## src/rtl/inst_fetch.sv

```systemverilog
// Instruction fetch unit: issues word-aligned fetches under a credit limit,
// pairs each returned word with its request PC, and buffers the pairs for
// the decoder. A redirect flushes the buffer and discards in-flight returns.
module inst_fetch #(
   parameter int              XLEN     = 32,
   parameter logic [XLEN-1:0] RESET_PC = '0,
   parameter int              DEPTH    = 4
) (
   input  logic            clk,
   input  logic            rst_n,
   output logic            imem_req,
   output logic [XLEN-1:0] imem_addr,
   input  logic            imem_rdy,
   input  logic            imem_dv,
   input  logic [XLEN-1:0] imem_data,
   input  logic            flush_pipe,
   input  logic [XLEN-1:0] new_pc,
   input  logic            stall,
   output logic [XLEN-1:0] inst,
   output logic [XLEN-1:0] cur_pc,
   output logic            inst_dv,
   output logic            misalign
);
   localparam int          AW      = $clog2(DEPTH);
   localparam int          CW      = AW + 1;
   localparam logic [CW:0] DEPTH_W = (CW+1)'(DEPTH);
   localparam logic [0:0]  RUN     = 1'b0;
   localparam logic [0:0]  DRAIN   = 1'b1;

   logic [0:0]      state;
   logic [XLEN-1:0] pc;

   // addresses of requests whose data has not come back yet
   logic [XLEN-1:0] pcq_mem [DEPTH];
   logic [AW-1:0]   pcq_wr, pcq_rd;
   logic [CW-1:0]   pcq_cnt;

   // decoded-side buffer of {instruction, pc}
   logic [XLEN-1:0] buf_inst [DEPTH];
   logic [XLEN-1:0] buf_pc   [DEPTH];
   logic [AW-1:0]   buf_wr, buf_rd;
   logic [CW-1:0]   buf_cnt;

   // responses still owed to requests issued before the last redirect
   logic [CW-1:0]   drop_cnt;

   logic            xfer, rsp, drop, push, pop;
   logic [CW:0]     flush_drops;

   assign imem_addr = pc;
   assign inst_dv   = (buf_cnt != '0);
   assign inst      = inst_dv ? buf_inst[buf_rd] : '0;
   assign cur_pc    = inst_dv ? buf_pc[buf_rd]   : '0;

   // handshake qualifiers; a request is only offered when its response has a guaranteed slot
   always_comb begin
      imem_req    = rst_n && (state == RUN) &&
                    (({1'b0, pcq_cnt} + {1'b0, buf_cnt}) < DEPTH_W);
      xfer        = imem_req && imem_rdy;
      // returns with nothing outstanding (e.g. leftovers across reset) are ignored
      rsp         = imem_dv && (state == RUN) && (pcq_cnt != '0);
      drop        = imem_dv && (state == DRAIN) && (drop_cnt != '0);
      push        = rsp && !flush_pipe;
      pop         = inst_dv && !stall && !flush_pipe;
      // everything in flight after this edge becomes a drop on a redirect
      flush_drops = {1'b0, drop_cnt} + {1'b0, pcq_cnt} + (CW+1)'(xfer)
                    - (CW+1)'(rsp) - (CW+1)'(drop);
   end

   // fetch PC, run/drain state, drop counter and misalignment pulse
   always_ff @(posedge clk or negedge rst_n) begin
      if (!rst_n) begin
         pc       <= RESET_PC;
         state    <= RUN;
         drop_cnt <= '0;
         misalign <= 1'b0;
      end else begin
         misalign <= flush_pipe && (new_pc[1:0] != 2'b00);
         if (flush_pipe) begin
            pc       <= {new_pc[XLEN-1:2], 2'b00};
            drop_cnt <= flush_drops[CW-1:0];
            state    <= (flush_drops != '0) ? DRAIN : RUN;
         end else begin
            if (xfer)
               pc <= pc + XLEN'(4);
            if (drop) begin
               drop_cnt <= drop_cnt - CW'(1);
               if (drop_cnt == CW'(1))
                  state <= RUN;
            end
         end
      end
   end

   // issued-address FIFO pointers; a redirect forgets all in-flight addresses
   always_ff @(posedge clk or negedge rst_n) begin
      if (!rst_n) begin
         pcq_wr  <= '0;
         pcq_rd  <= '0;
         pcq_cnt <= '0;
      end else if (flush_pipe) begin
         pcq_wr  <= '0;
         pcq_rd  <= '0;
         pcq_cnt <= '0;
      end else begin
         if (xfer) pcq_wr <= pcq_wr + AW'(1);
         if (rsp)  pcq_rd <= pcq_rd + AW'(1);
         pcq_cnt <= pcq_cnt + CW'(xfer) - CW'(rsp);
      end
   end

   // instruction buffer pointers; push and pop in one cycle leave occupancy unchanged
   always_ff @(posedge clk or negedge rst_n) begin
      if (!rst_n) begin
         buf_wr  <= '0;
         buf_rd  <= '0;
         buf_cnt <= '0;
      end else if (flush_pipe) begin
         buf_wr  <= '0;
         buf_rd  <= '0;
         buf_cnt <= '0;
      end else begin
         if (push) buf_wr <= buf_wr + AW'(1);
         if (pop)  buf_rd <= buf_rd + AW'(1);
         buf_cnt <= buf_cnt + CW'(push) - CW'(pop);
      end
   end

   // storage arrays, validity is carried entirely by the pointers above
   always_ff @(posedge clk) begin
      if (xfer && !flush_pipe)
         pcq_mem[pcq_wr] <= pc;
      if (push) begin
         buf_inst[buf_wr] <= imem_data;
         buf_pc[buf_wr]   <= pcq_mem[pcq_rd];
      end
   end

endmodule

```

## config.mk

```make
export PLATFORM = sky130hd
export DESIGN_NAME = inst_fetch
export DESIGN_NICKNAME = d
export VERILOG_FILES = /design/src/rtl/inst_fetch.sv
export SDC_FILE = /design/constraint.sdc
export NUM_CORES = 1
export LEC_CHECK = 0
export ABC_AREA = 1
export CELL_PAD_IN_SITES_DETAIL_PLACEMENT = 0
export CELL_PAD_IN_SITES_GLOBAL_PLACEMENT = 1
export CORE_MARGIN = 4
export CORE_UTILIZATION = 25
export DETAILED_ROUTE_END_ITERATION = 12
export GPL_TIMING_DRIVEN = 0
export PLACE_DENSITY = 0.46
export REMOVE_ABC_BUFFERS = 1
export SKIP_LAST_GASP = 1
export SLEW_MARGIN = 20
export SYNTH_ARGS = -nofsm -noshare
export SYNTH_HDL_FRONTEND = slang
export SYNTH_SLANG_ARGS = --single-unit
export TNS_END_PERCENT = 100
```

## constraint.sdc

```tcl
create_clock -name clk -period 4 [get_ports clk]
set_input_delay 0.8 -clock clk [delete_from_list [all_inputs] [get_ports clk]]
set_output_delay 0.8 -clock clk [all_outputs]
set_load 0.03 [all_outputs]
```

==> results.ini, run 1 <==
[critical_path]
required_ns = 3.20
worst_setup_path_start_kind = flop
critPathArrivalTime_ns = 3.02
cp_top_family = buffers and inverters
end_kind = primary output
slowest_delay_ns = 0.69
critPathKind = reg -> out
path_max_fanout = 43
crit_buf_inv = 4
path_cells = buf_16 > inv_12 > bufbuf_16 > o21ai_0 > a21oi_1 > clkdlybuf4s50_1
cp_slowest_cell = clkdlybuf4s50_1

[drt]
route.detailed.drc = 0
drtAntennaViolNets = 0
post_drt_wl_per_cell_um = 18.66
drtIter0Drc = 646
detail_route.first_pass.iterations = 5
viasPerCell = 4.348
routed_wirelength_um = 50910
vias = 11865

[synthesis]
synth_mux_area_share_pct = 0
synth_area_per_cell_um2 = 11.17
yosysUniqueCellTypes = 33
ys_seq_area_share_pct = 69.56
ys_ff_latch = 417
syn-instance-count = 1580
synthFlopType = edfxtp_1
synth_simple_gate_area_share_pct = 14.50
synthXorXnorAreaFrac_pct = 0.6452
synth_fa_ha_area_share_pct = 2.240
async_reset_ff_share_pct = 11.75
synth_top_family_by_area = simple AND/OR/NAND/NOR gates
synth_compound_gate_area_share_pct = 9.018
synth-edff-count = 368
synth_area_um2 = 17650
ys.warnings.count = 0

[power_and_ir_drop]
ir_drop_mv = 0.2865
pwr_density_cell_nw_per_um2 = 640.7
cellLeakagePower_nw = 8.166
power_mw = 14.47

[layout]
syn_to_final_growth_pct = 28.00
antenna_cells = 0
fillers = 7068
nNetsFinal = 1850
drive_above_1_share_pct = 7.490

[sta]
clock_skew_ns = 0.02616
relSlewSlack_pct = 43.63
finalSetupViolCount = 0
worst_slew_pin_slew_ns = 0.8436
rsz0062_at_grt = false
timing.final.ws_setup_ns = 0.1829
slew_viol_final = 0
fin_crit_ns = 3.817
hold_violations = 0
setup_tns_ns = 0
max_freq_mhz = 262.0
fin_crit_sh_pct = 95.43

[floorplan]
ioPinCount = 169
die_x_um = 273.7
row_count = 97
dieArea_um2 = 74910
dieHeight_um = 273.7
coreArea_um2 = 70030
start_util_pct = 25.20

[clock_tree]
cts_sinks = 417
cts_made_buffers = 50
tritoncts = done
clkTransAtPathRegs_ns = 0.06
h-tree-depth = 2
cts_buffer_depth = 3
cts_root_buf = clkbuf_16
clk_latency_ns = 0.59

[place]
port_buffers = 164
dp_hpwl_um = 32120
gp_congestion = 0.7042
place_ws_ns = -0.2338

[global_route]
antenna_found_initial = 0
grt_pass1_wl_um = 76220
grt_max_degree = 63
track_usage_pct = 13.41
grt_pass1_vias = 11824
grt-ovfl-total = 0

[flow_run]
maxCapViolCount = 0

[worst_hold_path]
hp-class = in -> async

[outcome]
outcome = completed

-- metal layers --
metal  up-vias  share of wire (%)  GRT usage (%)
li1       5792                  -              -
met1      5796                 47          18.14
met2       219                 47          22.17
met3        58                4.1          2.331
met4         0                2.1          3.785
met5         -                  0              0
-- power by group --
group | switching [mW] | leakage, nW | internal [mW]
Sequential | 0.345 | 3.93 | 5.08
Clock | 1.77 | 0.774 | 2.72
Combinational | 2.96 | 3.47 | 1.61
Total | 5.07 | 8.17 | 9.40
-- cells by family (layout without fill, tap and decap cells) --
kind of cell / after synthesis / count (layout)
simple gates: 644 / 644
flops: 417 / 417
compound gates: 307 / 307
buf+inv: 170 / 376
fa+ha+maj: 28 / 28
xor+xnor: 13 / 13
other cells: 1 / 4
-- layout by cell type (no fill, tap or decap), drive strengths merged, types with 31 or more instances in the layout --
master / instances
nor2: 377
edfxtp: 368
nand2: 205
o21ai: 200
clkdlybuf4s50: 128
inv: 88
a21oi: 70
clkbuf: 67
nand3: 55
dfrtp: 49
buf: 35
dlygate4sd2: 31
-- path summary, 6_finish.rpt --
| path | from | to | slack, ns | depth (start not counted) |
|---|---|---|---|---|
| setup reg to reg | drop_cnt[1]$_DFFE_PN0P_ | state$_DFFE_PN0P_ | 0.50 | 15 |
| hold reg to reg | drop_cnt[2]$_DFFE_PN0P_ | drop_cnt[2]$_DFFE_PN0P_ | 0.51 | 2 |
| min in group clk | drop_cnt[2]$_DFFE_PN0P_ | drop_cnt[2]$_DFFE_PN0P_ | 0.51 | 2 |
| hold / removal | rst_n | imem_addr[27]$_DFFE_PN0N_ | 0.05 | 1 |
| max in group asynchronous | rst_n | buf_rd[1]$_DFFE_PN0P_ | 3.44 | 2 |
| setup / recovery | buf_rd[0]$_DFFE_PN0P_ | inst[18] | 0.18 | 6 |
-- cells in the mapped netlist, types with 4 or more instances --
cell | count | area share (%)
edfxtp_1 | 368 | 63
nor2_1 | 368 | 7.8
nand2_1 | 200 | 4.3
o21ai_0 | 199 | 5.6
inv_1 | 83 | 1.8
a21oi_1 | 70 | 2.0
nand3_1 | 55 | 1.6
dfrtp_1 | 49 | 6.9
clkbuf_1 | 47 | 1.0
o22ai_1 | 30 | 1.1
ha_1 | 22 | 1.6
buf_2 | 20 | 0.57
buf_4 | 8 | 0.34
xor2_1 | 8 | 0.40
nor2_2 | 7 | 0.25
fa_1 | 6 | 0.68
inv_2 | 5 | 0.11
o211ai_1 | 5 | 0.21
xnor2_1 | 5 | 0.25
buf_1 | 4 | 0.085
-- metrics by stage --
stage / utilization (%) / area [um^2] / hold slack, ns / std cells
3_5_place_dp: 29.86 / 20910 / 0.5061 / 2636
3_3_place_gp: 28.71 / 20100 / 0.5003 / 2606
6_report: 32.26 / 22590 / 0.05053 / 2729
5_1_grt: 32.26 / 22590 / 0.02985 / 2729
2_1_floorplan: - / 17290 / 0.4811 / 1502
4_1_cts: 32.23 / 22570 / 0.006472 / 2728
-- cell type report --
cell class	instances	area, um^2	share of cell area, %
Clock buffer	67	1379	6.104
Tap cell	940	1176	5.206
Multi-Input combinational cell	996	4740	20.98
Sequential cell	417	12290	54.40
Inverter	89	350.3	1.551
Clock inverter	22	226.5	1.002
Timing Repair Buffer	198	2430	10.76
-- flip-flops by register name, indices dropped and copies added (netlist names) --
name	cells
pcq_mem	120
buf_wr	2
pcq_cnt	3
imem_addr	30
drop_cnt	3
buf_inst	128
pcq_wr	2
buf_pc	120
buf_cnt	3
misalign	1
pcq_rd	2
buf_rd	2
state	1
-- repair_timing --
action | 4_1_cts | 5_1_grt
cloned | 1 | 0
gates resized for setup | 33 | 3
hold buffers | 0 | 0
buffers inserted | 2 | 1
pin swaps | 0 | 0
setup endpoints to repair | 44 | 8
Note: power is estimated with default switching activity, not from simulation.
==> inputs of run 2 (changes only) <==
Settings changed: CAP_MARGIN set to 20.
==> run 2 against run 1 <==
  * Clock skew shrank 0.011 ns
  * Via count is 1.0% lower
  * Flip-flop and latch count is the same
  * Utilization about the same
  * Worst hold slack better by 0.0031 ns
  * Critical path depth did not move
  * Non-clock buffer count did not move
  * First-iteration DRC count fell by 5.7%
==> results.ini, run 2 (same netlist as run 1, synthesis figures left out) <==
[outcome]
outcome = completed

[layout]
antenna_cells = 0  ; unchanged
final_common_cell = edfxtp_1
final_cell_mix = 368 x edfxtp_1, 360 x nor2_1, 200 x nand2_1
syn_to_final_growth_pct = 27.82
reg_top3 = buf_inst: 128 flops, buf_pc: 120 flops, pcq_mem: 120 flops
fillers = 7062  ; -0.085%
top_register = buf_inst
largest_reg_flops = 128  ; unchanged
final-instance-count-excl-fill = 2729  ; unchanged
final_util_pct = 32.21  ; -0.046 points
nNetsFinal = 1850  ; unchanged
drive_above_1_share_pct = 7.881  ; +0.39 points

[worst_hold_path]
hp-class = in -> async

[floorplan]
row_count = 97  ; unchanged
ioPinCount = 169  ; unchanged
dieArea_um2 = 74910  ; unchanged
coreArea_um2 = 70030  ; unchanged
dieHeight_um = 273.7  ; unchanged
die_x_um = 273.7  ; unchanged
start_util_pct = 25.20  ; unchanged

[sta]
setup_tns_ns = 0  ; unchanged
hold_violations = 0  ; unchanged
fin_crit_ns = 3.822  ; +0.005088 ns
slew_viol_final = 0  ; unchanged
worst_slew_pin_slew_ns = 0.8595  ; +0.01589 ns
timing.final.ws_setup_ns = 0.1778  ; -0.005088 ns
finalSetupViolCount = 0  ; unchanged
relSlewSlack_pct = 42.56  ; -1.1 points
max_freq_mhz = 261.6  ; -0.13%
holdWs_ns = 0.05368  ; +0.003144 ns
fin_crit_sh_pct = 95.56  ; +0.13 points
rsz0062_at_grt = false
clock_skew_ns = 0.01480  ; -0.01135 ns

[clock_tree]
cts_root_buf = clkbuf_16
cts_buffer_depth = 3  ; unchanged
clkTransAtPathRegs_ns = 0.06  ; about the same
cts_made_buffers = 50  ; unchanged
tritoncts = done
clk_latency_ns = 0.58  ; about the same
h-tree-depth = 2  ; unchanged
cts_sinks = 417  ; unchanged
hold_buffers = 0  ; unchanged

[critical_path]
rrSetupSlack_ns = 0.54  ; +0.04 ns
end_kind = primary output
worst_setup_path_start_kind = flop
path_max_fanout = 43  ; unchanged
critPathArrivalTime_ns = 3.02  ; about the same
r2r_start = drop_cnt[1]$_DFFE_PN0P_
critPathKind = reg -> out
required_ns = 3.20  ; about the same
timing.rr.end = state$_DFFE_PN0P_
reg2regPathDepth = 15  ; unchanged

[global_route]
track_usage_pct = 13.41  ; about the same
grt-ovfl-total = 0  ; unchanged
grt_pass1_wl_um = 76200  ; about the same
antenna_found_initial = 0  ; unchanged
grt_pass1_vias = 11909  ; +0.72%
grt_max_degree = 63  ; unchanged

[drt]
drtIter0Drc = 609  ; -5.7%
drtAntennaViolNets = 0  ; unchanged
post_drt_wl_per_cell_um = 18.62  ; -0.21%
route.detailed.drc = 0  ; unchanged
detail_route.first_pass.iterations = 4  ; -1
vias = 11745  ; -1.0%
routed_wirelength_um = 50810  ; -0.21%
viasPerCell = 4.304  ; -1.0%

[place]
port_buffers = 164  ; unchanged
placedCellCount = 2636  ; unchanged
gp_congestion = 0.7042  ; unchanged
dp_hpwl_um = 32160  ; +0.12%
place_ws_ns = -0.2200  ; +0.01383 ns

[power_and_ir_drop]
ir_drop_mv = 0.3134  ; +9.4%
cellLeakagePower_nw = 8.129  ; -0.46%
pwr_density_cell_nw_per_um2 = 635.1  ; -0.87%

[flow_run]
maxCapViolCount = 0  ; unchanged

==> run 2: changes by cell type in the layout (fill, tap and decap cells not counted), sizes merged <==
| cell | previous run | this run |
|---|---|---|
| clkbuf | 67 | 64 |
| dlymetal6s2s | 3 | 2 |
| clkdlybuf4s50 | 128 | 131 |
| clkinv | 16 | 19 |
| bufinv | 5 | 2 |
| clkinvlp | 2 | 5 |
| dlygate4sd2 | 31 | 29 |
==> run 2: area by class of cell <==
cell class,count,area [um^2],share of cell area (%)
multi-input cells,996,4740,21.01
repair buffers,198,2430,10.77
flip-flops and latches,417,12290,54.48
clock inverters,25,175.2,0.7765
clock buffers,64,1398,6.196
inverters,89,350.3,1.553
well taps,940,1176,5.214
==> run 2: power breakdown <==
group          switching (mW)  internal, mW  total (mW)
Clock                    1.77          2.57        4.34
Sequential              0.348          5.08        5.43
Combinational            2.95          1.61        4.56
==> run 2: metrics by stage <==
stage	total power, mW	area (um^2)
CTS	14.65	22540
floorplan	7.930	17290
global route	15.19	22560
finish	14.33	22560
global placement	9.565	20100
detailed placement	10.24	20910
==> run 2: routing by layer <==
layer	part of all wire [%]	track usage [%]	vias to the layer above	routed length, um
met3	3.5	2.367	71	1801
li1	-	-	5789	-
met5	0	0	-	0
met1	47	17.87	5704	23980
met4	2.1	3.608	0	1071
met2	47	22.56	181	23950
==> run 2: how the worst max path moves through the flow <==
stage	from	endpoint	slack, ns
after CTS	buf_rd[0]$_DFFE_PN0P_	cur_pc[31]	-0.005
after global routing	buf_rd[0]$_DFFE_PN0P_	cur_pc[31]	0.04
after global placement	flush_pipe	buf_pc[1][30]$_DFFE_PP_	-5.70
after floorplan	buf_rd[0]$_DFFE_PN0P_	cur_pc[10]	-0.75
after detailed placement	imem_dv	state$_DFFE_PN0P_	-0.22
final	buf_rd[0]$_DFFE_PN0P_	cur_pc[31]	0.18
==> run 2: worst max-delay path, stage by stage, from the launching register on <==
cell             delay (ns)
dfrtp_4                0.61
buf_16                 0.24
inv_12                 0.20
buf_16                 0.24
o21ai_0                0.13
a21oi_1                0.23
clkdlybuf4s50_1        0.71
==> run 2: repair_timing <==
action                                 in CTS  in global routing
setup endpoints to repair                  45                 10
setup buffers                               2                  1
gates cloned                                1                  0
endpoints found under the hold margin       0                  0
gates resized for setup                    31                  2
==> inputs of run 3 (changes only) <==
Settings changed: CORE_MARGIN 4 to not set.
==> run 3 against run 2 <==
  * Clock-buffer cell count is 4 higher
  * Sequential power about the same
  * Global-route usage grew 0.78 points
  * Die area decreased by 4.3%
  * Final cell count is 0.22% higher
  * First-iteration DRC count increased by 2.8%
  * Routed wire length shrank 1.5%
  * Fmax is 0.76% lower
  * Utilization grew 0.27 points
  * Register-to-register slack worse by 0.05 ns
  * Largest cell class unchanged
  * Largest power group unchanged
==> results.ini, run 3 (same netlist as run 1, synthesis figures left out) <==
[drt]
viasPerCell = 4.272  ; -0.74%
detail_route.first_pass.iterations = 4  ; unchanged
vias = 11684  ; -0.52%
route.detailed.drc = 0  ; unchanged
drtIter0Drc = 626  ; +2.8%
post_drt_wl_per_cell_um = 18.30  ; -1.7%
routed_wirelength_um = 50060  ; -1.5%
drtAntennaViolNets = 0  ; unchanged

[global_route]
grt_max_degree = 63  ; unchanged
track_usage_pct = 14.19  ; +0.78 points
antenna_found_initial = 0  ; unchanged
grt-ovfl-total = 0  ; unchanged
grt_pass1_vias = 11958  ; +0.41%
grt_pass1_wl_um = 75870  ; -0.43%

[floorplan]
dieHeight_um = 267.7  ; -2.2%
coreArea_um2 = 69910  ; -0.17%
ioPinCount = 169  ; unchanged
dieArea_um2 = 71660  ; -4.3%
die_x_um = 267.7  ; -2.2%
start_util_pct = 25.25  ; +0.044 points
row_count = 97  ; unchanged

[sta]
worst_slew_pin_slew_ns = 0.8243  ; -0.03519 ns
slew_viol_final = 0  ; unchanged
clock_skew_ns = 0.01715  ; +0.002344 ns
fin_crit_ns = 3.852  ; +0.02935 ns
setup_tns_ns = 0  ; unchanged
max_freq_mhz = 259.6  ; -0.76%
fin_crit_sh_pct = 96.29  ; +0.73 points
hold_violations = 0  ; unchanged
rsz0062_at_grt = false
relSlewSlack_pct = 44.92  ; +2.4 points
holdWs_ns = 0.04679  ; -0.006888 ns
finalSetupViolCount = 0  ; unchanged

[layout]
syn_to_final_growth_pct = 28.66
final_cell_mix = 368 x edfxtp_1, 360 x nor2_1, 200 x nand2_1
final_util_pct = 32.48  ; +0.27 points
reg_top3 = buf_inst: 128 flops, buf_pc: 120 flops, pcq_mem: 120 flops
final_common_cell = edfxtp_1
drive_above_1_share_pct = 7.967  ; +0.085 points
largest_reg_flops = 128  ; unchanged
top_register = buf_inst
nNetsFinal = 1851  ; +0.054%
fillers = 7116  ; +0.76%
antenna_cells = 0  ; unchanged

[critical_path]
required_ns = 3.20  ; about the same
cp_slowest_cell = clkdlybuf4s50_1
reg2regPathDepth = 15  ; unchanged
rrSetupSlack_ns = 0.49  ; -0.05 ns
critical_path.most_common_cell = buf_16
timing.rr.end = state$_DFFE_PN0P_
critPathArrivalTime_ns = 3.05  ; +0.03 ns
r2r_start = drop_cnt[1]$_DFFE_PN0P_
critPathKind = reg -> out
worst_setup_path_start_kind = flop
startpoint = buf_rd[0]$_DFFE_PN0P_
path_cells = buf_16 > inv_8 > buf_16 > o21ai_0 > a21oi_1 > clkdlybuf4s50_1
crit_end = cur_pc[15]
slowest_delay_ns = 0.77  ; +0.06 ns
path_max_fanout = 43  ; unchanged
end_kind = primary output

[clock_tree]
cts_made_buffers = 50  ; unchanged
cts_root_buf = clkbuf_16
h-tree-depth = 2  ; unchanged
clkTransAtPathRegs_ns = 0.06  ; about the same
cts_buffer_depth = 3  ; unchanged
cts_sinks = 417  ; unchanged
tritoncts = done
clk_latency_ns = 0.58  ; about the same
hold_buffers = 0  ; unchanged

[power_and_ir_drop]
power.internal_mw = 9.503  ; +2.6%
power_mw = 14.56  ; +1.7%
ir_drop_mv = 0.3710  ; +18%
comb_power_share_pct = 31.1  ; -0.7 points
swShare_pct = 34.75  ; -0.58 points
cellLeakagePower_nw = 8.339  ; +2.6%
pwr_density_cell_nw_per_um2 = 641.4  ; +1.0%
p_clk_share_pct = 31.6  ; +1.3 points
switching_power_mw = 5.062  ; about the same
seqPwrFrac_pct = 37.3  ; -0.6 points

[outcome]
outcome = completed

[flow_run]
maxCapViolCount = 0  ; unchanged

[place]
gp_congestion = 0.7205  ; +2.3%
dp_hpwl_um = 31350  ; -2.5%
port_buffers = 164  ; unchanged

[worst_hold_path]
hp-class = in -> async

-- run 3: power groups by stage --
stage / logic [mW] / clock network [mW] / registers, mW
6_report: 4.54 / 4.60 / 5.43
5_1_grt: 5.04 / 4.89 / 5.47
4_1_cts: 4.69 / 4.77 / 5.44
3_5_place_dp: 4.65 / 0 / 5.56
3_3_place_gp: 3.95 / 0 / 5.68
2_1_floorplan: 2.38 / 0 / 5.55
-- run 3: repair_timing --
item                                    4_1_cts  5_1_grt
pin swaps                                     0        0
gates cloned                                  1        0
endpoints found under the setup margin       46       12
gates resized for setup                      24       12
buffers inserted                              3        0
-- run 3: worst min-delay path by stage --
stage / from / end / depth (start not counted)
2_1_floorplan: drop_cnt[2]$_DFFE_PN0P_ / drop_cnt[2]$_DFFE_PN0P_ / 2
3_3_place_gp: drop_cnt[2]$_DFFE_PN0P_ / drop_cnt[2]$_DFFE_PN0P_ / 2
3_5_place_dp: drop_cnt[2]$_DFFE_PN0P_ / drop_cnt[2]$_DFFE_PN0P_ / 2
4_1_cts: rst_n / imem_addr[30]$_DFFE_PN0N_ / 1
5_1_grt: rst_n / imem_addr[30]$_DFFE_PN0N_ / 1
6_report: rst_n / imem_addr[30]$_DFFE_PN0N_ / 1
-- run 3: final cells by class --
cell class	count	area, um^2	area share (%)
Tap cell	940	1176	5.180
Clock inverter	26	252.7	1.113
Timing Repair Buffer	199	2481	10.93
Clock buffer	68	1423	6.265
Inverter	89	345.3	1.521
Sequential cell	417	12290	54.12
Multi-Input combinational cell	996	4740	20.87
-- run 3: metal layers --
metal | GRT usage, % | part of all wire [%]
met1 | 19.13 | 47
met4 | 3.398 | 1.9
met5 | 0 | 0
met2 | 23.61 | 47
met3 | 2.400 | 3.7
-- run 3: stage by stage --
stage / cell area [um^2] / setup WS, ns / cells
floorplan: 17290 / -0.7542 / 1502
global route: 22710 / 0.0006359 / 2735
global placement: 20100 / -5.588 / 2606
CTS: 22680 / 0.001407 / 2735
detailed placement: 20950 / -0.2613 / 2637
finish: 22710 / 0.1484 / 2735
-- run 3: critical path, delay by kind of cell, from the launching register on --
kind | cells | cell delay (ns)
DFF | 1 | 0.62
buffers and inverters | 4 | 1.50
AOI/OAI and AO/OA | 2 | 0.28
